### src/rtl/regfile_pkg.sv
// Shared definitions for the general-purpose register file: size defaults,
// branch-port FSM states and write-source select encodings.
package regfile_pkg;

    localparam int unsigned DEF_DATA_W   = 32;
    localparam int unsigned DEF_NUM_REGS = 8;

    typedef enum logic {
        BR_IDLE = 1'b0,
        BR_WAIT = 1'b1
    } br_state_e;

    localparam logic WSEL_ALU = 1'b1;
    localparam logic WSEL_ID  = 1'b0;

endpackage

### src/rtl/regfile_scoreboard.sv
// Pending-producer scoreboard: one bit per register, set by reserve, cleared
// by writeback, with per-read-port and branch-port busy lookups.
module regfile_scoreboard #(
    parameter int unsigned NUM_REGS = 8,
    parameter int unsigned ADDR_W   = 3,
    parameter int unsigned NUM_RD   = 2
) (
    input  logic                     clk,
    input  logic                     rst_n,
    input  logic                     set_i,
    input  logic [ADDR_W-1:0]        set_addr_i,
    input  logic                     clr_i,
    input  logic [ADDR_W-1:0]        clr_addr_i,
    input  logic [NUM_RD*ADDR_W-1:0] rd_addr_i,
    input  logic [NUM_RD-1:0]        rd_hit_i,
    input  logic [ADDR_W-1:0]        br_addr_i,
    output logic [NUM_RD-1:0]        rd_busy_c,
    output logic                     br_pend_c
);

    logic [NUM_REGS-1:0] pending_q;
    logic [NUM_REGS-1:0] pending_d;

    // A reserve in the same cycle as a writeback wins: the new producer is in flight.
    always_comb begin
        pending_d = pending_q;
        if (clr_i) pending_d[clr_addr_i] = 1'b0;
        if (set_i) pending_d[set_addr_i] = 1'b1;
    end

    always_ff @(posedge clk or negedge rst_n) begin
        if (!rst_n) pending_q <= '0;
        else        pending_q <= pending_d;
    end

    for (genvar i = 0; i < NUM_RD; i++) begin : g_busy
        assign rd_busy_c[i] = pending_q[rd_addr_i[i*ADDR_W +: ADDR_W]] & ~rd_hit_i[i];
    end

    assign br_pend_c = pending_q[br_addr_i];

endmodule

### src/rtl/gp_regfile.sv
// Parametrised register file with write-to-read bypass, pending scoreboard
// and a handshaked branch-target read port that waits on pending producers.
module gp_regfile
    import regfile_pkg::*;
#(
    parameter int unsigned DATA_W   = DEF_DATA_W,
    parameter int unsigned NUM_REGS = DEF_NUM_REGS,
    parameter int unsigned ADDR_W   = $clog2(NUM_REGS),
    parameter int unsigned NUM_RD   = 2,
    parameter bit          ZERO_REG = 1'b0,
    parameter bit          BYPASS   = 1'b1
) (
    input  logic                     clk,
    input  logic                     reset,
    input  logic [NUM_RD*ADDR_W-1:0] rd_addr,
    output logic [NUM_RD*DATA_W-1:0] rd_data,
    output logic [NUM_RD-1:0]        rd_busy,
    input  logic                     wr_en,
    input  logic [ADDR_W-1:0]        wr_addr,
    input  logic                     wr_sel,
    input  logic [DATA_W-1:0]        wr_data_alu,
    input  logic [DATA_W-1:0]        wr_data_id,
    input  logic                     rsv_en,
    input  logic [ADDR_W-1:0]        rsv_addr,
    input  logic                     br_req,
    input  logic [ADDR_W-1:0]        br_addr,
    output logic                     br_ready,
    output logic                     br_valid,
    output logic [DATA_W-1:0]        br_value
);

    logic [DATA_W-1:0] wdata_c;
    logic              wr_ok_c;
    logic              rsv_ok_c;
    logic [NUM_RD-1:0] rd_hit_c;
    logic              br_pend_c;
    logic              br_hit_c;

    assign wdata_c  = (wr_sel == WSEL_ALU) ? wr_data_alu : wr_data_id;
    assign wr_ok_c  = wr_en  && !(ZERO_REG && (wr_addr  == '0));
    assign rsv_ok_c = rsv_en && !(ZERO_REG && (rsv_addr == '0));

    logic [DATA_W-1:0] regs_q [NUM_REGS];

    always_ff @(posedge clk or negedge reset) begin
        if (!reset) begin
            for (int unsigned r = 0; r < NUM_REGS; r++) regs_q[r] <= '0;
        end else if (wr_ok_c) begin
            regs_q[wr_addr] <= wdata_c;
        end
    end

    // Register 0 never stores under ZERO_REG, so storage alone returns 0 for it.
    for (genvar i = 0; i < NUM_RD; i++) begin : g_rd
        logic [ADDR_W-1:0] addr_c;
        assign addr_c      = rd_addr[i*ADDR_W +: ADDR_W];
        assign rd_hit_c[i] = BYPASS && wr_ok_c && (wr_addr == addr_c);
        assign rd_data[i*DATA_W +: DATA_W] = rd_hit_c[i] ? wdata_c : regs_q[addr_c];
    end

    regfile_scoreboard #(
        .NUM_REGS (NUM_REGS),
        .ADDR_W   (ADDR_W),
        .NUM_RD   (NUM_RD)
    ) u_sb (
        .clk        (clk),
        .rst_n      (reset),
        .set_i      (rsv_ok_c),
        .set_addr_i (rsv_addr),
        .clr_i      (wr_ok_c),
        .clr_addr_i (wr_addr),
        .rd_addr_i  (rd_addr),
        .rd_hit_i   (rd_hit_c),
        .br_addr_i  (br_addr),
        .rd_busy_c  (rd_busy),
        .br_pend_c  (br_pend_c)
    );

    br_state_e         state_q,  state_d;
    logic [ADDR_W-1:0] baddr_q,  baddr_d;
    logic [DATA_W-1:0] bvalue_q, bvalue_d;
    logic              bvalid_q, bvalid_d;
    logic              bready_q, bready_d;

    assign br_hit_c = wr_ok_c && (wr_addr == br_addr);

    // Branch port: resolve immediately when the target is ready, else park in WAIT.
    always_comb begin
        state_d  = state_q;
        baddr_d  = baddr_q;
        bvalue_d = bvalue_q;
        bvalid_d = 1'b0;
        unique case (state_q)
            BR_IDLE: begin
                if (br_req) begin
                    if (!br_pend_c || br_hit_c) begin
                        bvalue_d = br_hit_c ? wdata_c : regs_q[br_addr];
                        bvalid_d = 1'b1;
                    end else begin
                        baddr_d = br_addr;
                        state_d = BR_WAIT;
                    end
                end
            end
            BR_WAIT: begin
                if (wr_ok_c && (wr_addr == baddr_q)) begin
                    bvalue_d = wdata_c;
                    bvalid_d = 1'b1;
                    state_d  = BR_IDLE;
                end
            end
            default: state_d = BR_IDLE;
        endcase
        bready_d = (state_d == BR_IDLE);
    end

    always_ff @(posedge clk or negedge reset) begin
        if (!reset) begin
            state_q  <= BR_IDLE;
            baddr_q  <= '0;
            bvalue_q <= '0;
            bvalid_q <= 1'b0;
            bready_q <= 1'b1;
        end else begin
            state_q  <= state_d;
            baddr_q  <= baddr_d;
            bvalue_q <= bvalue_d;
            bvalid_q <= bvalid_d;
            bready_q <= bready_d;
        end
    end

    assign br_ready = bready_q;
    assign br_valid = bvalid_q;
    assign br_value = bvalue_q;

endmodule

### config.mk
export PLATFORM = sky130hd
export DESIGN_NAME = gp_regfile
export DESIGN_NICKNAME = d
export VERILOG_FILES = /design/src/rtl/regfile_pkg.sv /design/src/rtl/regfile_scoreboard.sv /design/src/rtl/gp_regfile.sv
export SDC_FILE = /design/constraint.sdc
export NUM_CORES = 1
export LEC_CHECK = 0
export CORE_AREA = 2 2 222 159
export CTS_BUF_LIST = sky130_fd_sc_hd__clkbuf_2 sky130_fd_sc_hd__clkbuf_4 sky130_fd_sc_hd__clkbuf_8
export CTS_CLUSTER_DIAMETER = 50
export DETAILED_ROUTE_END_ITERATION = 6
export DIE_AREA = 0 0 224 161
export PLACE_DENSITY = 0.81
export SETUP_SLACK_MARGIN = 0.15
export SLEW_MARGIN = 10
export SYNTH_ARGS = -nofsm -noshare
export SYNTH_HDL_FRONTEND = slang
export SYNTH_HIERARCHICAL = 1
export SYNTH_SLANG_ARGS = --single-unit
### constraint.sdc
create_clock -name clk -period 2.1 [get_ports clk]
set_input_delay 0.42 -clock clk [delete_from_list [all_inputs] [get_ports clk]]
set_output_delay 0.42 -clock clk [all_outputs]
set_load 0.01 [all_outputs]
======== Yosys cells after proc, flatten, opt, wreduce, memory -nomap -nowiden ========
Index checks and enable logic that the tools add are counted.
storage, ports and cells
  input port bits ......................... 85
  word-level logic and storage cells ...... 98
  register bits ........................... 302
operators by class
  bitwise operators ....................... 14
  multiplexer cells ....................... 40
  reduce and logical (&&, ||, !) cells .... 11
  order comparisons ....................... 12
  equality and inequality tests ........... 7
operator list
  cell                                                        number
  two-way mux 32 bit                                          14
  binary-select mux 32 bit (select 3 bit)                     3
  bitwise mux 256 bit                                         1
  demux 32 bit (select 3 bit)                                 1
  case mux 32 bit (2 select lines)                            1
  less-than comparator 3 x 4 -> 1 bit, second input constant  5
  >= comparator 4 bit, second input constant                  4
  two-way mux 8 bit                                           2
  inverter 3 -> 4 bit                                         4
  equality test 3 bit                                         4
  two-way mux 1 bit                                           11
  binary-select mux 1 bit (select 3 bit)                      3
  bitwise AND 8 bit                                           1
  inverter 8 bit                                              1
  OR 8 bit                                                    1
  logical AND 1 bit                                           7
  demux 1 bit (select 3 bit)                                  2
  >= comparator 3 x 1 -> 1 bit, second input constant         2
  AND reduction 3 bit                                         2
  inverter 1 bit                                              5
  less-than comparator 4 x 1 -> 1 bit, second input constant  1
  != test 2 bit, second input constant                        2
  case mux 1 bit (2 select lines)                             2
  bitwise AND 1 bit                                           2
  3 further kinds                                             3

======== Depth between registers and ports, before layout ========
Gate-level depths: netlist of the first run.
  depth after elaboration ................. 9
  depth in mapped cells ................... 8
  gate-level depth less buffers ........... 5

======== Hierarchy ========
Netlist of the first run, hierarchy kept.
by module, submodules not included
  module              cells an instance  times used  area an instance (um^2)
  gp_regfile          1,529              1           17,571.9
  regfile_scoreboard  53                 1           546.8

======== Worst setup path after synthesis of the first run ========
OpenSTA, ideal clock, no wires.
  path kind ............................... input-to-output
  from .................................... in rd_addr[5]
  to ...................................... out rd_busy[1]
  required time ........................... 1,680 ps
  buffers on the path ..................... 3
  stages .................................. 8
  data arrival time ....................... 1,849 ps
  slack ................................... -169 ps
  cell sequence ........................... clkbuf_1 > xnor2_1 > nand4_1 > clkbuf_1 > buf_2 > inv_1 > a21o_1 > a311oi_1
between the ends
  longest elaborated chain between the ends .. 4
ends and longest elaborated chain
  item                 RTL line                  text
  from (decl)          gp_regfile.sv:15          input logic [NUM_RD*ADDR_W-1:0] rd_addr,
  equality test 3 bit  gp_regfile.sv:57          assign rd_hit_c[i] = BYPASS && wr_ok_c && (wr_addr == addr_c);
  logical AND 1 bit    gp_regfile.sv:57
  net rd_hit_c[1]      gp_regfile.sv:35          logic [NUM_RD-1:0] rd_hit_c;
  inverter 1 bit       regfile_scoreboard.sv:37  assign rd_busy_c[i] = pending_q[rd_addr_i[i*ADDR_W +: ADDR_W]] & ~rd_hit_i[i];
  bitwise AND 1 bit    regfile_scoreboard.sv:37
  to (decl)            gp_regfile.sv:17          output logic [NUM_RD-1:0] rd_busy,
The timed path passes the listed nets, and every way through them passes these cells. The select of a mux whose other input is x is not followed.

======== Worst setup path in the final report of the first run ========
  from .................................... reg regs_q[136] (netlist bit)
  to ...................................... out rd_data[40]
between the ends
  longest elaborated chain between the ends .. 4
ends and longest elaborated chain
  item                                                   RTL line          text
  from (decl)                                            gp_regfile.sv:43  logic [DATA_W-1:0] regs_q [NUM_REGS];
  from (signal, indexed assignment)                      gp_regfile.sv:49  regs_q[wr_addr] <= wdata_c;
  binary-select mux 32 bit (select 3 bit)                gp_regfile.sv:58  assign rd_data[i*DATA_W +: DATA_W] = rd_hit_c[i] ? wdata_c : regs_q[addr_c];
  two-way mux 32 bit (not written as such) (2 in a row)  gp_regfile.sv:58
  two-way mux 32 bit                                     gp_regfile.sv:58
  to (decl)                                              gp_regfile.sv:16  output logic [NUM_RD*DATA_W-1:0] rd_data,
Every way passes these cells. The select of a mux whose other input is x is not followed.

==> out/results.txt, run 1 <==
outcome - finished with violations
violated checks - setup timing
R2R Setup Slk - 0 ps
CTS Buf Count - 49
relative slew slack - 67.5%
CP required - 1680 ps
Clock Pin Slew Worst Setup and Hold Paths - 70 ps
GRT overflow - 0
first-pass GRT wire length - 103000 um
Clock Latency Late Sink - 620 ps
internal power - 16600 uW
origin of the critical flop-to-flop path - u_sb/pending_q[0]$_DFF_PN0_
DRT Pass-1 Iters - 6
H-Tree Depth - 2
I/O Pins - 185
layout cells sized above 1 - 48.3%
synth unique cells - 36
unrepaired setup endpoints after global routing - true
Pleak - 0.0112 uW
NumNets Final - 2167
root buffer cell - clkbuf_8
Setup Viol. Count Final - 66
PortBufs - 184
largest net degree at the start of global routing - 61
Mean Syn Cell Area - 11.5 um^2
hpwl dp - 40700 um
CTS tree - done
antenna-violating nets left - 0
Worst Skew - 25.7 ps
Synth Instances - 1582
switching portion of total power - 35.1%
Worst R2R End - br_value[13]$_DFFE_PN0P_
sequential share of power - 33.8%
commonest non-fill, non-tap cell in the layout - buf_4
syn nets - 1667
max-cap violations - 0
Initial DRC Count - 2340
initial antenna violation count - 0
Die Y - 161 um
dpl ws - -719 ps
Synth Register Bits - 302
Fin. Hold Viols - 0
commonest non-fill, non-tap cells in the layout - 372 x buf_4, 300 x dfrtp_1, 196 x mux4_2
register area share after synthesis - 41.7%
Arr. time, crit path - 2330 ps
total negative setup slack - -26320 ps
routability-driven placement congestion ratio - 0.918
vias per std cell - 6.83
VDD IR max - 0.761 mV
vias in the first global route - 18057
PD cells - 1020 nW/um^2
Hold Crit Class - in -> async
initial core utilization - 53.3%
critical path capture point type - primary output
Switch Pwr - 8990 uW
fmax - 364 MHz
vias - 17473
minimum clock period - 2750 ps
crit path kind - reg -> out
Slew @ Worst Pin - 475 ps
Core Util, Final - 74.1%
period utilisation layout - 131%
Die ar. - 36100 um^2
drt drc - 0
Max Root-Sink Buffers - 3
Gate power share - 44.1%
area grow syn2layout - 39.1%
reg2reg path depth - 8
Worst Setup Start Kind - register
YS warnings - 6
worst-path fanout max - 4
# rows - 57
Slew Limit Fails - 0
Die Wd - 224 um
worst setup margin - -646 ps
routed wire length per instance - 27.0 um
Clock Sinks - 302
core area - 34000 um^2
overall global routing resource usage - 37.3%
Routed WL - 69000 um
clock share of power - 22.1%
Synth Cell Area - 18100 um^2
[power groups by stage]
stage	Combinational, uW	Sequential (uW)	Clock, uW
finish	11300	8650	5650
global route	11800	8720	5910
CTS	10600	8410	5600
detailed placement	9800	8540	0
global placement	9450	8360	0
floorplan	5190	8350	0
[layer usage]
metal  wire (um)  global-route usage (%)  up-vias
met5           0                       0        -
met4        4920                    21.4        0
met3        8750                    10.2      431
met2       31600                    58.5     1548
met1       23700                    47.2     8604
li1            -                       -     6890
[sequential cells by signal, summed over array words and instances (netlist names)]
signal,cells
regs_q,256
br_value,32
u_sb/pending_q,8
baddr_q,3
br_ready,1
br_valid,1
state_q,1
[critical path: stages, from the launching register on]
cell and delay (ps):
dfrtp_1 520, mux4_2 600, mux2_4 330, nand2_2 80, o21ai_2 50, buf_2 150
[how the worst max path moves through the flow]
stage	cells after the start	startpoint	slack [ps]	to
final	5	regs_q[136]$_DFFE_PN0P_	-650	rd_data[40]
after CTS	6	regs_q[203]$_DFFE_PN0P_	-450	rd_data[43]
after detailed placement	6	wr_addr[1]	-720	rd_data[22]
after global placement	8	wr_addr[1]	-690	rd_busy[1]
after floorplan	6	rd_addr[0]	100	rd_data[11]
after global routing	5	regs_q[136]$_DFFE_PN0P_	-640	rd_data[40]
[per-stage QoR]
| step | cells | power [uW] | cell area, um^2 | hold WS (ps) |
|---|---|---|---|---|
| finish | 2559 | 25600 | 25200 | 306 |
| detailed placement | 2377 | 18300 | 23200 | 337 |
| floorplan | 1582 | 13500 | 18700 | 124 |
| CTS | 2528 | 24600 | 24900 | 298 |
| global placement | 2377 | 17800 | 23200 | 335 |
| global route | 2558 | 26500 | 25200 | 326 |
[kinds of logic after synthesis]
family | count (synthesis) | synth area share (%)
compound gates | 406 | 12.5
xor+xnor | 12 | 0.580
buf+inv | 177 | 4.97
flops | 302 | 41.7
mux | 333 | 32.5
simple gates | 352 | 7.73
[cell usage after synthesis]
cell type / n / area [um^2]
dfrtp_1: 301 / 7530
nand2_1: 199 / 747
mux4_2: 194 / 4370
o21ai_0: 140 / 701
nor2_1: 132 / 495
a21oi_1: 128 / 641
clkbuf_1: 89 / 334
mux2i_1: 68 / 681
mux2_2: 65 / 732
o21ai_1: 64 / 320
buf_2: 36 / 180
a22oi_1: 32 / 240
o22a_1: 32 / 280
buf_6: 23 / 259
buf_1: 18 / 67.6
xnor2_1: 12 / 105
nand2b_1: 7 / 43.8
buf_4: 5 / 37.5
inv_1: 5 / 18.8
nand4_1: 4 / 25.0
o31ai_1: 4 / 30.0
mux2_1: 3 / 33.8
nand4b_1: 3 / 26.3
a21o_1: 2 / 15.0
a311oi_1: 2 / 17.5
mux4_1: 2 / 52.6
nor3_2: 2 / 20.0
nor3b_1: 2 / 15.0
a21oi_4: 1 / 16.3
a41o_1: 1 / 10.0
and2_1: 1 / 6.26
dfstp_2: 1 / 26.3
inv_2: 1 / 3.75
mux2_4: 1 / 15.0
nand3_2: 1 / 10.0
nor2_4: 1 / 11.3
[area by class of cell]
type,instances,area (um^2)
multi-input combinational,1103,10500
sequential,302,7560
antenna,1,2.50
tap,442,553
clock inverter,11,115
timing repair buffer,620,5540
fill,2001,8810
clock buffer,74,943
inverter,6,22.5
[repair_timing]
item	in CTS	in global routing
resized for setup	399	25
setup buffers	61	30
gates cloned	4	0
endpoints found under the setup margin	118	105
pin swaps	23	18
hold endpoints to repair	32	0
hold buffers	1	0
Power figures use the tool's default switching activity.
==> run 2: changes to the inputs <==
--- a/config.mk
+++ b/config.mk
@@ -5,12 +5,12 @@
 export SDC_FILE = /design/constraint.sdc
 export NUM_CORES = 1
 export LEC_CHECK = 0
-export CORE_AREA = 2 2 222 159
+export CORE_AREA = 2 2 258 184
 export CTS_BUF_LIST = sky130_fd_sc_hd__clkbuf_2 sky130_fd_sc_hd__clkbuf_4 sky130_fd_sc_hd__clkbuf_8
 export CTS_CLUSTER_DIAMETER = 50
 export DETAILED_ROUTE_END_ITERATION = 6
-export DIE_AREA = 0 0 224 161
-export PLACE_DENSITY = 0.81
+export DIE_AREA = 0 0 260 186
+export PLACE_DENSITY = 0.63
 export SETUP_SLACK_MARGIN = 0.15
 export SLEW_MARGIN = 10
 export SYNTH_ARGS = -nofsm -noshare
==> out/results.txt, run 2 (synthesis gave the netlist of run 1 again) <==
VDD IR max - 0.550 mV (-28%)
Hold Crit Class - in -> reg
vias in the first global route - 16203 (-10%)
critical path capture point type - primary output
overall global routing resource usage - 26.2% (-11 points)
outcome - finished with violations
clock share of power - 23.5% (+1.4 points)
routed wire length per instance - 22.7 um (-16%)
Pleak - 0.0113 uW (+0.92%)
Clock Latency Late Sink - 630 ps (about the same)
core area - 45800 um^2 (+35%)
Die ar. - 48400 um^2 (+34%)
Routed WL - 61900 um (-10%)
drt drc - 0 (unchanged)
Gate power share - 43.3% (-0.8 points)
dpl ws - -870 ps (-151 ps)
Non-Filler Instances - 2729 (+6.6%)
antenna-violating nets left - 0 (unchanged)
violated checks - setup timing
filler cell count - 3849 (+92%)
area grow syn2layout - 42.0%
Max Root-Sink Buffers - 3 (unchanged)
WHS Path Cells - 2
# rows - 66 (+16%)
PortBufs - 184 (unchanged)
initial core utilization - 39.5% (-14 points)
internal power - 16900 uW (+1.7%)
CP required - 1680 ps (about the same)
switching portion of total power - 33.6% (-1.5 points)
Initial DRC Count - 1327 (-43%)
routability-driven placement congestion ratio - 0.861 (-6.2%)
worst-path fanout max - 2 (-2)
first-pass GRT wire length - 96700 um (-5.7%)
period utilisation layout - 123% (-8.0 points)
root buffer cell - clkbuf_8
vias - 15711 (-10%)
unrepaired setup endpoints after global routing - true
initial antenna violation count - 1 (+1)
Placed Cells - 2538 (+6.8%)
crit path kind - reg -> out
R2R Setup Slk - -230 ps (-230 ps)
max reg flops - 256 (unchanged)
CTS Buf Count - 52 (+6.1%)
Setup Viol. Count Final - 98 (+48%)
Arr. time, crit path - 2160 ps (-170 ps)
Clock Pin Slew Worst Setup and Hold Paths - 60 ps (about the same)
largest net degree at the start of global routing - 87 (+43%)
NumNets Final - 2161 (-0.28%)
PD cells - 989 nW/um^2 (-2.6%)
Slew @ Worst Pin - 489 ps (+14.6 ps)
Largest Register - regs_q
worst setup margin - -479 ps (+167 ps)
relative slew slack - 67.4% (about the same)
Switch Pwr - 8560 uW (-4.8%)
hpwl dp - 40200 um (-1.3%)
minimum hold slack - 215 ps (-90.8 ps)
reg2reg path depth - 9 (+1)
Clock Sinks - 302 (unchanged)
commonest non-fill, non-tap cells in the layout - 347 x buf_4, 300 x dfrtp_1, 195 x mux4_2
Fin. Hold Viols - 0 (unchanged)
GRT overflow - 0 (unchanged)
CTS tree - done
layout cells sized above 1 - 48.9% (+0.52 points)
Die Wd - 260 um (+16%)
Die Y - 186 um (+16%)
sequential share of power - 33.3% (-0.5 points)
Worst Hold Launch - br_addr[2]
commonest non-fill, non-tap cell in the layout - buf_4
H-Tree Depth - 2 (unchanged)
minimum clock period - 2580 ps (-167 ps)
hold path endpoint - baddr_q[2]$_DFFE_PN0P_
Slew Limit Fails - 0 (unchanged)
vias per std cell - 5.76 (-16%)
origin of the critical flop-to-flop path - u_sb/pending_q[5]$_DFF_PN0_
fmax - 388 MHz (+6.5%)
Worst Skew - 55.0 ps (+29.3 ps)
Worst Setup Start Kind - register
max-cap violations - 0 (unchanged)
I/O Pins - 185 (unchanged)
DRT Pass-1 Iters - 5 (-1)
Worst R2R End - br_value[14]$_DFFE_PN0P_
[run 2: cell count changes in the layout (fill, tap and decap cells not counted), sizes merged]
cell,delta
clkdlybuf4s15,+3
clkinv,-1
inv,-1
dlygate4sd2,+8
dlymetal6s2s,-1
clkdlybuf4s50,-10
clkinvlp,+1
buf,-9
bufinv,-1
clkbuf,+11
[run 2: area by class of cell]
class                           count  area (um^2)  share of cell area [%]
Antenna cell                        1         2.50                 0.00973
Clock inverter                      9         90.1                   0.350
Clock buffer                       85         1060                    4.13
Tap cell                          612          766                    2.98
Inverter                            6         22.5                  0.0875
Multi-Input combinational cell   1103        10600                    41.1
Timing Repair Buffer              611         5660                    22.0
Sequential cell                   302         7560                    29.4
[run 2: worst max path at each step]
stage	slack, ps	startpoint	end	depth (start not counted)
2_1_floorplan	100	rd_addr[0]	rd_data[11]	6
3_3_place_gp	-850	wr_addr[2]	rd_data[63]	6
3_5_place_dp	-870	wr_addr[1]	rd_data[63]	6
4_1_cts	-510	regs_q[32]$_DFFE_PN0P_	rd_data[32]	6
5_1_grt	-540	regs_q[32]$_DFFE_PN0P_	rd_data[32]	6
6_report	-480	regs_q[32]$_DFFE_PN0P_	rd_data[32]	6
[run 2: through the flow]
| step | cell area, um^2 | setup TNS, ps | util [%] | total power, uW |
|---|---|---|---|---|
| CTS | 25600 | -30810 | 55.8 | 25300 |
| global route | 25700 | -35580 | 56.1 | 26700 |
| global placement | 23400 | -69050 | 51.0 | 17900 |
| finish | 25700 | -29510 | 56.1 | 25400 |
| detailed placement | 23400 | -77690 | 51.0 | 18200 |
| floorplan | 18700 | 0 | - | 13500 |
[run 2: per-layer routing]
metal / routed length, um / part of all wire (%) / GRT usage (%)
met1: 26500 / 43 / 36.3
met2: 29000 / 47 / 42.1
met3: 4840 / 7.8 / 5.17
met4: 1560 / 2.5 / 7.26
met5: 0 / 0 / 0
[run 2: worst max-delay path, cell delays in order, from the launching register on]
cell and delay [ps]:
dfrtp_1 410, buf_6 130, mux4_2 450, mux2_4 290, nand2_2 70, o21ai_2 40, buf_2 130
[run 2: timing repair]
item	CTS	global route
hold buffers	1	0
endpoints found under the hold margin	69	0
setup buffers	72	15
gates cloned	8	0
setup endpoints to repair	128	106
pin swaps	76	16
gates resized for setup	459	15
[run 2: power by group through the flow]
| stage | logic (uW) | registers [uW] | clock network (uW) |
|---|---|---|---|
| 3_3_place_gp | 9480 | 8420 | 0 |
| 4_1_cts | 10900 | 8410 | 6070 |
| 6_report | 11000 | 8460 | 5970 |
| 3_5_place_dp | 9680 | 8530 | 0 |
| 5_1_grt | 11800 | 8610 | 6330 |
| 2_1_floorplan | 5190 | 8350 | 0 |
